File: config.mk
export PLATFORM = sky130hd
export DESIGN_NAME = display_scan_ctrl
export DESIGN_NICKNAME = d
export VERILOG_FILES = /design/src/rtl/display_scan_ctrl.sv
export SDC_FILE = /design/constraint.sdc
export NUM_CORES = 1
export LEC_CHECK = 0
export ABC_AREA = 1
export ABC_CLOCK_PERIOD_IN_PS = 6350
export BUFFER_PORTS_ARGS = -buffer_cell sky130_fd_sc_hd__clkbuf_2
export CAP_MARGIN = 10
export CORE_MARGIN = 5
export CORE_UTILIZATION = 55
export CTS_CLUSTER_DIAMETER = 200
export DETAILED_ROUTE_END_ITERATION = 12
export PLACE_DENSITY = 0.79
export SLEW_MARGIN = 20
export SYNTH_ARGS = -nofsm -noshare
export SYNTH_HDL_FRONTEND = slang
export SYNTH_SLANG_ARGS = --single-unit
export TNS_END_PERCENT = 30
File: constraint.sdc
create_clock -name clk -period 6.35 [get_ports clk]
set_clock_uncertainty 0.2 [all_clocks]
set_input_delay 1.27 -clock clk [delete_from_list [all_inputs] [get_ports clk]]
set_output_delay 1.27 -clock clk [all_outputs]
set_load 0.01 [all_outputs]
File: src/rtl/display_scan_ctrl.sv
// Multiplexed scan controller for a common-anode 7-segment display.
// One shared BCD decoder; dead time between slots; frame-aligned updates.
module display_scan_ctrl #(
  parameter int N_DIGITS = 4,
  parameter int DIV      = 50000,
  parameter int GAP      = 16,
  parameter bit LZ_BLANK = 1'b1,
  localparam int IW = (N_DIGITS > 1) ? $clog2(N_DIGITS) : 1,
  localparam int CW = $clog2(DIV)
) (
  input  logic                  clk,
  input  logic                  rst_n,
  input  logic                  en,
  input  logic                  load,
  input  logic [4*N_DIGITS-1:0] digits_in,
  output logic [3:0]            bcd_out,
  output logic [N_DIGITS-1:0]   anodes,
  output logic [IW-1:0]         digit_idx,
  output logic                  frame_tick,
  output logic                  pending
);

  localparam logic [1:0] S_OFF  = 2'd0;
  localparam logic [1:0] S_GAP  = 2'd1;
  localparam logic [1:0] S_SHOW = 2'd2;

  localparam logic [4*N_DIGITS-1:0] ALL_BLANK = {N_DIGITS{4'hF}};

  logic [1:0]            r_state;
  logic [CW-1:0]         r_cnt;
  logic [IW-1:0]         r_idx;
  logic [4*N_DIGITS-1:0] r_shadow;
  logic [4*N_DIGITS-1:0] r_disp;
  logic                  r_pending;
  logic [N_DIGITS-1:0]   r_anodes;
  logic [3:0]            r_bcd;
  logic                  r_tick;

  logic [1:0]            w_state_nxt;
  logic [CW-1:0]         w_cnt_nxt;
  logic [IW-1:0]         w_idx_nxt;
  logic                  w_last;
  logic                  w_wrap;
  logic                  w_commit;
  logic [4*N_DIGITS-1:0] w_disp_nxt;
  logic [4*N_DIGITS-1:0] w_shadow_nxt;
  logic                  w_pend_nxt;
  logic                  w_run;
  logic [3:0]            w_code;
  logic [N_DIGITS-1:0]   w_an_nxt;
  logic [3:0]            w_bcd_nxt;

  assign w_last = (r_idx == IW'(N_DIGITS - 1));

  always_comb begin
    w_state_nxt = r_state;
    w_cnt_nxt   = r_cnt;
    w_idx_nxt   = r_idx;
    w_wrap      = 1'b0;
    if (!en) begin
      w_state_nxt = S_OFF;
      w_cnt_nxt   = '0;
      w_idx_nxt   = '0;
    end else begin
      unique case (1'b1)
        (r_state == S_GAP): begin
          w_cnt_nxt = r_cnt + 1'b1;
          if (r_cnt == CW'(GAP - 1))
            w_state_nxt = S_SHOW;
        end
        (r_state == S_SHOW): begin
          if (r_cnt == CW'(DIV - 1)) begin
            w_state_nxt = S_GAP;
            w_cnt_nxt   = '0;
            w_idx_nxt   = w_last ? '0 : r_idx + 1'b1;
            w_wrap      = w_last;
          end else begin
            w_cnt_nxt = r_cnt + 1'b1;
          end
        end
        default: begin
          w_state_nxt = S_GAP;
          w_cnt_nxt   = '0;
          w_idx_nxt   = '0;
        end
      endcase
    end
  end

  // The commit is visible to the digit-0 pre-drive on the same edge.
  assign w_commit     = w_wrap & r_pending;
  assign w_disp_nxt   = w_commit ? r_shadow : r_disp;
  assign w_shadow_nxt = load ? digits_in : r_shadow;
  assign w_pend_nxt   = load | (r_pending & ~w_commit);

  always_comb begin
    w_run  = 1'b1;
    w_code = 4'hF;
    for (int i = N_DIGITS - 1; i >= 0; i--) begin
      w_run = w_run & (w_disp_nxt[4*i +: 4] == 4'h0);
      if (w_idx_nxt == IW'(i)) begin
        if (LZ_BLANK && (i != 0) && w_run)
          w_code = 4'hF;
        else
          w_code = w_disp_nxt[4*i +: 4];
      end
    end
  end

  always_comb begin
    w_an_nxt  = '1;
    w_bcd_nxt = 4'hF;
    if (w_state_nxt == S_SHOW)
      w_an_nxt = ~(N_DIGITS'(1) << w_idx_nxt);
    if (w_state_nxt != S_OFF)
      w_bcd_nxt = w_code;
  end

  always_ff @(posedge clk or negedge rst_n) begin
    if (!rst_n) begin
      r_state   <= S_OFF;
      r_cnt     <= '0;
      r_idx     <= '0;
      r_shadow  <= ALL_BLANK;
      r_disp    <= ALL_BLANK;
      r_pending <= 1'b0;
      r_anodes  <= '1;
      r_bcd     <= 4'hF;
      r_tick    <= 1'b0;
    end else begin
      r_state   <= w_state_nxt;
      r_cnt     <= w_cnt_nxt;
      r_idx     <= w_idx_nxt;
      r_shadow  <= w_shadow_nxt;
      r_disp    <= w_disp_nxt;
      r_pending <= w_pend_nxt;
      r_anodes  <= w_an_nxt;
      r_bcd     <= w_bcd_nxt;
      r_tick    <= w_wrap;
    end
  end

  assign bcd_out    = r_bcd;
  assign anodes     = r_anodes;
  assign digit_idx  = r_idx;
  assign frame_tick = r_tick;
  assign pending    = r_pending;

endmodule

==> metrics.txt, run 1 <==
outcome complete, no violations; Placed Cells 485; total routed wirelength 6.17 mm; slowest CP cell and3_1; RSZ-0062 raised after global routing no; worst-path fanout max 15; flop2flop setup slack 3.75 ns; Final Cycle Share 0.463; Slew Viols, Final 0; vias in the first global route 2432; Setup TNS 0 ns; CORE AREA 5610 µm²; clk slew on worst S/H paths 0.06 ns; Critical Path End Type flip-flop; Post-Syn Nets 415; vias after detailed routing 2493; CP top delay family simple AND/OR/NAND/NOR gates; DRT Pass-1 Iters 4; Hold Path Class flip-flop to flip-flop; DIE AREA 7470 µm²; Avg Inst Size Synth 8.22 µm²; CP peak stage delay 0.56 ns; sequence of cells on the critical path clkbuf_2 -> and3_1 -> nand4_4 -> o21ai_2 -> nand2_1 -> nor2_4 -> nand3_2 -> a21oi_2 -> nand2_1 -> nand2_1; dpl hpwl 4.46 mm; post-synth cell types 36; CP bufs+invs 1; Max Clk Rate 340 MHz; routability congestion estimate 0.857; maximum vdd drop 159 µV; initial DRC count 186; initial antenna violation count 0; CTS sink cnt 62; Initial Util 0.573; Tightest Pin Transition 0.745 ns; Critical Path Start Type input port; GRT Overall Usage 0.189; Core Util, Final 0.646; # port buffers 31; number of diodes 0; row count 27; Routed Antenna Nets 0; Hold Violations, Final 0; hold-fix buffers at CTS 0; worst endpoint data arrival time 3.02 ns; Post-CTS Resized 0; largest net degree at the start of global routing 63; CTS Buffer Depth 2; DRC viols 0; cell mode on critical path nand2_1; Syn Inst Count 391; worst endpoint required time 6.43 ns; TritonCTS Buffers 9; Hold WS 0.268 ns; Seq/Total Area, Yosys 0.498; final-stage net count 448; Syn-to-layout area delta 12.7%; fin cells 501; CTS root buffer clkbuf_8; TritonCTS clock tree done; DR vias/cell 4.98; Avg WL per Cell 12.3 µm; Synth Warn # 0; clock latency at the later pin of the worst-skew pair 0.33 ns; die width 86.4 µm; Worst slew margin 0.503; layout cells sized above 1 0.296; GR Overflow Total 0; post-layout min period 2.94 ns; Leakage 1.71 nW; total setup buffers inserted after CTS 0; Crit Path Category input port to flip-flop; first-pass GRT wire length 11.0 mm; pwr/cell area 225 nW/µm²; Boundary Pins 32; synthesized cell area 3210 µm²; max_cap viols 0; H-tree depth 3; flops & latches, synth 62; Final setup violation count 0; die span in y 86.4 µm
==> power by group <==
part | total (W) | internal (W) | switching (W)
sequential | 0.000420 | 0.000416 | 0.00000443
combinational | 0.0000412 | 0.0000131 | 0.0000281
clock | 0.000352 | 0.000207 | 0.000145
total | 0.000814 | 0.000636 | 0.000178
==> path summary, 6_finish.rpt <==
path | to | depth (start not counted) | from
worst max-delay path | bcd_out[0] | 10 | en
worst min-delay path | r_cnt[0] | 1 | r_cnt[0]
worst max register to register | bcd_out[0] | 11 | r_state[0]
worst min register to register | r_cnt[0] | 1 | r_cnt[0]
max in group asynchronous | r_cnt[15] | 2 | rst_n
min in group asynchronous | r_cnt[14] | 2 | rst_n
==> Yosys cell counts, drive strengths merged <==
cell type  count  area [µm²]
nand2        113         459
inv           73         274
dfstp         40        1050
nor2          39         201
o21ai         26         138
dfrtp         22         551
nand3         22         133
nand4         14         103
a21oi          8        43.8
buf            5        37.5
clkbuf         5        20.0
nor3           5        35.0
ha             4        50.1
xor2           4        35.0
nor3b          3        22.5
nor4           2        12.5
a221oi         1        8.76
a31oi          1        6.26
and3           1        6.26
clkinv         1        8.76
nand3b         1        7.51
o211a          1        10.0
==> registers in the layout, indices dropped and copies added (netlist names), 2 cells and up <==
signal     cells
r_cnt         16
r_disp        16
r_shadow      16
anodes         4
bcd_out        4
digit_idx      2
r_state        2
==> per-layer routing <==
metal | global-route usage | part of all wire | up-vias | wire length [µm]
met3 | 0.0475 | 0.046 | 7 | 286
met5 | 0 | 0 | - | 0
met4 | 0.0836 | 0.013 | 0 | 83
met1 | 0.260 | 0.49 | 1157 | 3050
li1 | - | - | 1276 | -
met2 | 0.282 | 0.45 | 53 | 2750
==> cells in the final DEF (no fill, tap or decap), types with 3 or more instances in the layout <==
cell type	instances
a21oi_1	7
o21ai_0	23
ha_1	4
dfstp_2	40
nand2_2	11
nor2_1	27
nand4_1	13
inv_1	68
nor2_4	5
inv_2	5
xor2_1	4
nor3_1	3
nand3_1	19
nor2_2	7
nor3b_1	3
clkbuf_8	13
dfrtp_1	22
nand2_1	101
clkbuf_2	31
==> worst register-to-register path, stage by stage, from the launching register on <==
cell     delay, ns
dfrtp_1       0.40
inv_1         0.07
ha_1          0.21
and3_1        0.58
nand4_4       0.29
o21ai_2       0.21
nand2_1       0.12
nor2_4        0.12
nand3_2       0.11
a21oi_2       0.13
nand2_1       0.06
nand2_1       0.05
==> stage by stage <==
stage | instance area (µm²) | setup slack (ns) | total power, W
2_1_floorplan | 3210 | 3.64 | 0.000446
3_3_place_gp | 3410 | 3.20 | 0.000466
3_5_place_dp | 3410 | 3.10 | 0.000468
4_1_cts | 3620 | 3.45 | 0.000822
5_1_grt | 3620 | 3.24 | 0.000852
6_report | 3620 | 3.41 | 0.000814
==> cell type report <==
| class | count | area [µm²] |
|---|---|---|
| Clock buffer | 14 | 204 |
| Clock inverter | 2 | 10.0 |
| Fill cell | 485 | 1990 |
| Inverter | 74 | 283 |
| Multi-Input combinational cell | 245 | 1270 |
| Sequential cell | 62 | 1600 |
| Tap cell | 72 | 90.1 |
| Timing Repair Buffer | 32 | 163 |
==> cell families after synthesis <==
kind of cell | after synthesis | synth area share
fa+ha+maj | 4 | 0.0156
xor+xnor | 4 | 0.0109
flops | 62 | 0.498
compound gates | 37 | 0.0643
buf+inv | 84 | 0.106
simple gates | 200 | 0.305
Power figures use the tool's default switching activity.
==> run 2: changes to the inputs <==
Settings changed: ABC_CLOCK_PERIOD_IN_PS 6350 to 2470, CORE_UTILIZATION 55 to 53, PLACE_DENSITY 0.79 to 0.8.
Clock period 6.35 ns to 2.47 ns, I/O delays scaled along.
==> metrics.txt, run 2 (synthesized netlist as in run 1, its figures left out) <==
maximum vdd drop 551 µV; vias after detailed routing 2590; Int Power 0.00158 W; largest net degree at the start of global routing 33; post-layout min period 2.32 ns; Syn-to-layout area delta 14.3%; initial DRC count 152; CTS root buffer clkbuf_8; Critical Path Start Type flip-flop; DRT Pass-1 Iters 4; filler instances 509; H-tree depth 3; routability congestion estimate 0.836; Final Cycle Share 0.938; Avg WL per Cell 12.8 µm; vias in the first global route 2531; die span in y 87.9 µm; dpl hpwl 4.83 mm; GRT Overall Usage 0.194; fin cells 509; Critical Path End Type flip-flop; initial antenna violation count 0; Tightest Pin Transition 0.457 ns; combinational group share of total power 0.052; commonest non-fill, non-tap cell in the layout nand2_1; total routed wirelength 6.54 mm; pwr/cell area 573 nW/µm²; register share of total power 0.513; die width 87.9 µm; max_cap viols 0; row count 28; Top Layer Used met4; DIE AREA 7720 µm²; RSZ-0062 raised after global routing yes; Largest regs r_cnt: 16 flops, r_disp: 16 flops, r_shadow: 16 flops; clock latency at the later pin of the worst-skew pair 0.34 ns; Hold Path Class input port to flip-flop; outcome complete, no violations; final-stage net count 453; worst endpoint required time 2.56 ns; Crit Path Category flip-flop to flip-flop; Worst slew margin 0.695; TritonCTS clock tree done; DRC viols 0; CTS sink cnt 62; Boundary Pins 32; switching power 0.000521 W; TritonCTS Buffers 9; layout cells sized above 1 0.313; pre-CTS setup slack 0.119 ns; GR Overflow Total 0; Hold Violations, Final 0; Leakage 1.72 nW; CORE AREA 5920 µm²; Routed Antenna Nets 0; total setup buffers inserted after CTS 0; Initial Util 0.543; DR vias/cell 5.09; clk slew on worst S/H paths 0.08 ns; Sw Share 0.248; metal2 WL 3.05 mm; Final setup violation count 0; Clk pwr share 0.434; CTS Buffer Depth 2; # port buffers 31; number of diodes 0; most frequent cells in the layout nand2_1, inv_1, dfstp_2, clkbuf_2, nor2_1; worst-path fanout max 12; Placed Cells 492; Max Clk Rate 431 MHz; first-pass GRT wire length 11.6 mm; met3 WL 357 µm; met1 WL 3.04 mm; Slew Viols, Final 0; Setup TNS 0 ns; fin worst setup slack 0.152 ns; worst endpoint data arrival time 2.41 ns
==> run 2: worst paths after layout <==
path,slack (ns),startpoint,to,cells past startpoint
max,0.15,r_state[0],bcd_out[0],14
min,0.13,digits_in[15],r_shadow[15],3
max reg2reg,0.15,r_state[0],bcd_out[0],14
min reg2reg,0.27,r_cnt[0],r_cnt[0],1
max in group asynchronous,1.24,rst_n,r_shadow[13],3
min in group asynchronous,0.51,rst_n,r_cnt[11],3
==> run 2: timing repair <==
action / CTS / global route
resized for setup: 0 / 6
hold endpoints to repair: 22 / 0
hold buffers: 1 / 0
endpoints found under the setup margin: 0 / 5
==> run 2: stage by stage <==
step                      instance area (µm²)  power [W]  utilization  hold slack [ns]
final                                    3670    0.00210        0.620            0.128
after global routing                     3670    0.00220        0.620            0.122
after CTS                                3660    0.00213        0.618            0.114
after detailed placement                 3440    0.00121        0.581            0.256
after global placement                   3440    0.00120        0.581            0.243
after floorplan                          3210    0.00115            -         -0.00159
==> run 2: cell type report <==
| class | count | area, µm² | share of cell area |
|---|---|---|---|
| clock buffer | 9 | 124 | 0.0337 |
| inverter | 74 | 283 | 0.0770 |
| clock inverter | 7 | 81.3 | 0.0221 |
| multi-input combinational | 245 | 1290 | 0.350 |
| tap | 75 | 93.8 | 0.0255 |
| timing repair buffer | 37 | 203 | 0.0552 |
| sequential | 62 | 1600 | 0.436 |
==> run 2: routing by layer <==
layer	up-vias	global-route usage
met5	-	0
met4	0	0.0628
met3	11	0.0611
met1	1223	0.257
met2	61	0.305
li1	1295	-
==> run 2: worst max-delay path: stages, from the launching register on <==
cell and delay (ns):
dfrtp_1 0.41, inv_1 0.07, ha_1 0.23, and3_2 0.29, buf_4 0.20, nand4_1 0.16
nand2_2 0.14, nand2_2 0.07, nor2_4 0.12, nand2_2 0.08, nand2_1 0.07, nand2_1 0.05
nand2_1 0.06, nand2_1 0.06, nand2_1 0.06
==> run 2: power by group through the flow <==
| stage | logic, W | clock network [W] | registers (W) |
|---|---|---|---|
| floorplan | 0.0000494 | 0 | 0.00110 |
| global placement | 0.000105 | 0 | 0.00110 |
| detailed placement | 0.000109 | 0 | 0.00110 |
| CTS | 0.000113 | 0.000934 | 0.00108 |
| global route | 0.000129 | 0.000987 | 0.00108 |
| finish | 0.000110 | 0.000914 | 0.00108 |
==> run 3: changes to the inputs <==
Settings changed: BUFFER_PORTS_ARGS -buffer_cell sky130_fd_sc_hd__clkbuf_2 to -buffer_cell sky130_fd_sc_hd__buf_2, PLACE_DENSITY 0.8 to 0.76.
==> metrics.txt, run 3 (synthesized netlist as in run 1, its figures left out) <==
initial DRC count 219; worst endpoint data arrival time 2.38 ns; worst endpoint required time 2.55 ns; # port buffers 31; hold endpoint r_shadow[12]; Max Clk Rate 435 MHz; Boundary Pins 32; row count 28; GRT Overall Usage 0.191; routability congestion estimate 0.854; Critical Path Start Type flip-flop; clk slew on worst S/H paths 0.07 ns; clock latency at the later pin of the worst-skew pair 0.34 ns; DRT Pass-1 Iters 7; worst setup path start r_state[0]; pre-CTS setup slack 0.152 ns; hold depth 3; die span in y 87.9 µm; Final setup violation count 0; fin worst setup slack 0.172 ns; first-pass GRT wire length 11.3 mm; number of diodes 0; total routed wirelength 6.69 mm; Worst slew margin 0.650; DIE AREA 7720 µm²; CTS sink cnt 62; R2R depth 12; Initial Util 0.543; GR Overflow Total 0; H-tree depth 3; Post-DP Area 3460 µm²; Min-Delay Startpoint digits_in[12]; Final Cycle Share 0.930; initial antenna violation count 0; R2R Path End bcd_out[0]; Avg WL per Cell 13.1 µm; Hold Violations, Final 0; worst reg2reg startpoint r_state[0]; TritonCTS Buffers 9; largest net degree at the start of global routing 32; Crit Path Category flip-flop to flip-flop; vias after detailed routing 2589; CORE AREA 5920 µm²; dpl hpwl 4.90 mm; CTS root buffer clkbuf_8; flop2flop setup slack 0.17 ns; Routed Antenna Nets 0; pwr/cell area 588 nW/µm²; Leakage 1.73 nW; CP peak stage delay 0.41 ns; most frequent cells in the layout nand2_1, inv_1, dfstp_2, buf_2, nor2_1; outcome complete, no violations; vias in the first global route 2473; worst-path fanout max 9; Tightest Pin Transition 0.525 ns; maximum vdd drop 476 µV; Slew Viols, Final 0; TritonCTS clock tree done; slowest CP cell dfrtp_1; cell mode on critical path nand2_1; CTS Buffer Depth 2; Syn-to-layout area delta 15.7%; Critical Path End Type flip-flop; max_cap viols 0; layout cells sized above 1 0.320; sequence of cells on the critical path inv_1 -> ha_1 -> and3_2 -> buf_4 -> nand4_1 -> nand2_1 -> nand2_1 -> nor2_1 -> nand3_2 -> a21oi_2 -> nand2_1 -> nand2_1; Hold Path Class input port to flip-flop; DRC viols 0; Largest regs r_cnt: 16 flops, r_disp: 16 flops, r_shadow: 16 flops; die width 87.9 µm; post-layout min period 2.30 ns; final-stage net count 456; DR vias/cell 5.06; cell area after layout 3720 µm²; commonest non-fill, non-tap cell in the layout nand2_1
run 3: changes by cell type in the layout (fill, tap and decap cells not counted), sizes merged:
cell and change:
buf +33, clkbuf -31, bufinv +1, clkinv -1, clkinvlp -1, inv +1, nand4 +1
run 3: repair_timing:
action                                 CTS  global route
hold buffers                             1             0
setup buffers                            0             0
endpoints found under the hold margin   19             0
resized for setup                        0             7
setup endpoints to repair                0             5
run 3: final cells by class:
cell class | count | area [µm²]
multi-input combinational | 246 | 1300
timing repair buffer | 39 | 221
clock buffer | 9 | 124
tap | 75 | 93.8
inverter | 74 | 283
clock inverter | 7 | 95.1
sequential | 62 | 1600
fill | 514 | 2200
run 3: per-stage QoR:
stage	hold slack, ns	TNS, ns	util	total power, W	cells
4_1_cts	0.137	0	0.623	0.00220	511
5_1_grt	0.143	-0.00416	0.628	0.00227	512
2_1_floorplan	-0.00159	0	-	0.00115	391
3_5_place_dp	0.261	0	0.584	0.00121	494
3_3_place_gp	0.254	0	0.584	0.00120	494
6_report	0.151	0	0.628	0.00218	512
run 3: metal layers:
layer | global-route usage | up-vias | share of wire
met5 | 0 | - | 0
met4 | 0.0781 | 0 | 0.012
met3 | 0.0489 | 7 | 0.046
met2 | 0.289 | 60 | 0.46
li1 | - | 1295 | -
met1 | 0.262 | 1227 | 0.48
run 3: where the power goes:
group | internal, W | switching [W] | total, W
clock network | 0.000572 | 0.000422 | 0.000994
logic | 0.0000366 | 0.0000726 | 0.000109
registers | 0.00107 | 0.0000122 | 0.00108
run 3: worst max path at each step:
stage	endpoint	slack, ns	cells after the start
2_1_floorplan	bcd_out[0]	0.37	13
3_3_place_gp	bcd_out[0]	0.22	14
6_report	bcd_out[0]	0.17	12
4_1_cts	bcd_out[0]	0.12	14
5_1_grt	bcd_out[1]	-0.004	12
3_5_place_dp	bcd_out[0]	0.15	14
run 3: worst max-delay path, delay by kind of cell, from the launching register on:
kind / cells / cell delay [ns]
AO/OA/AOI/OAI: 1 / 0.14
flip-flops: 1 / 0.41
adder cells (fa/ha/maj): 1 / 0.21
AND/OR/NAND/NOR: 8 / 1.02
buffers and inverters: 2 / 0.26
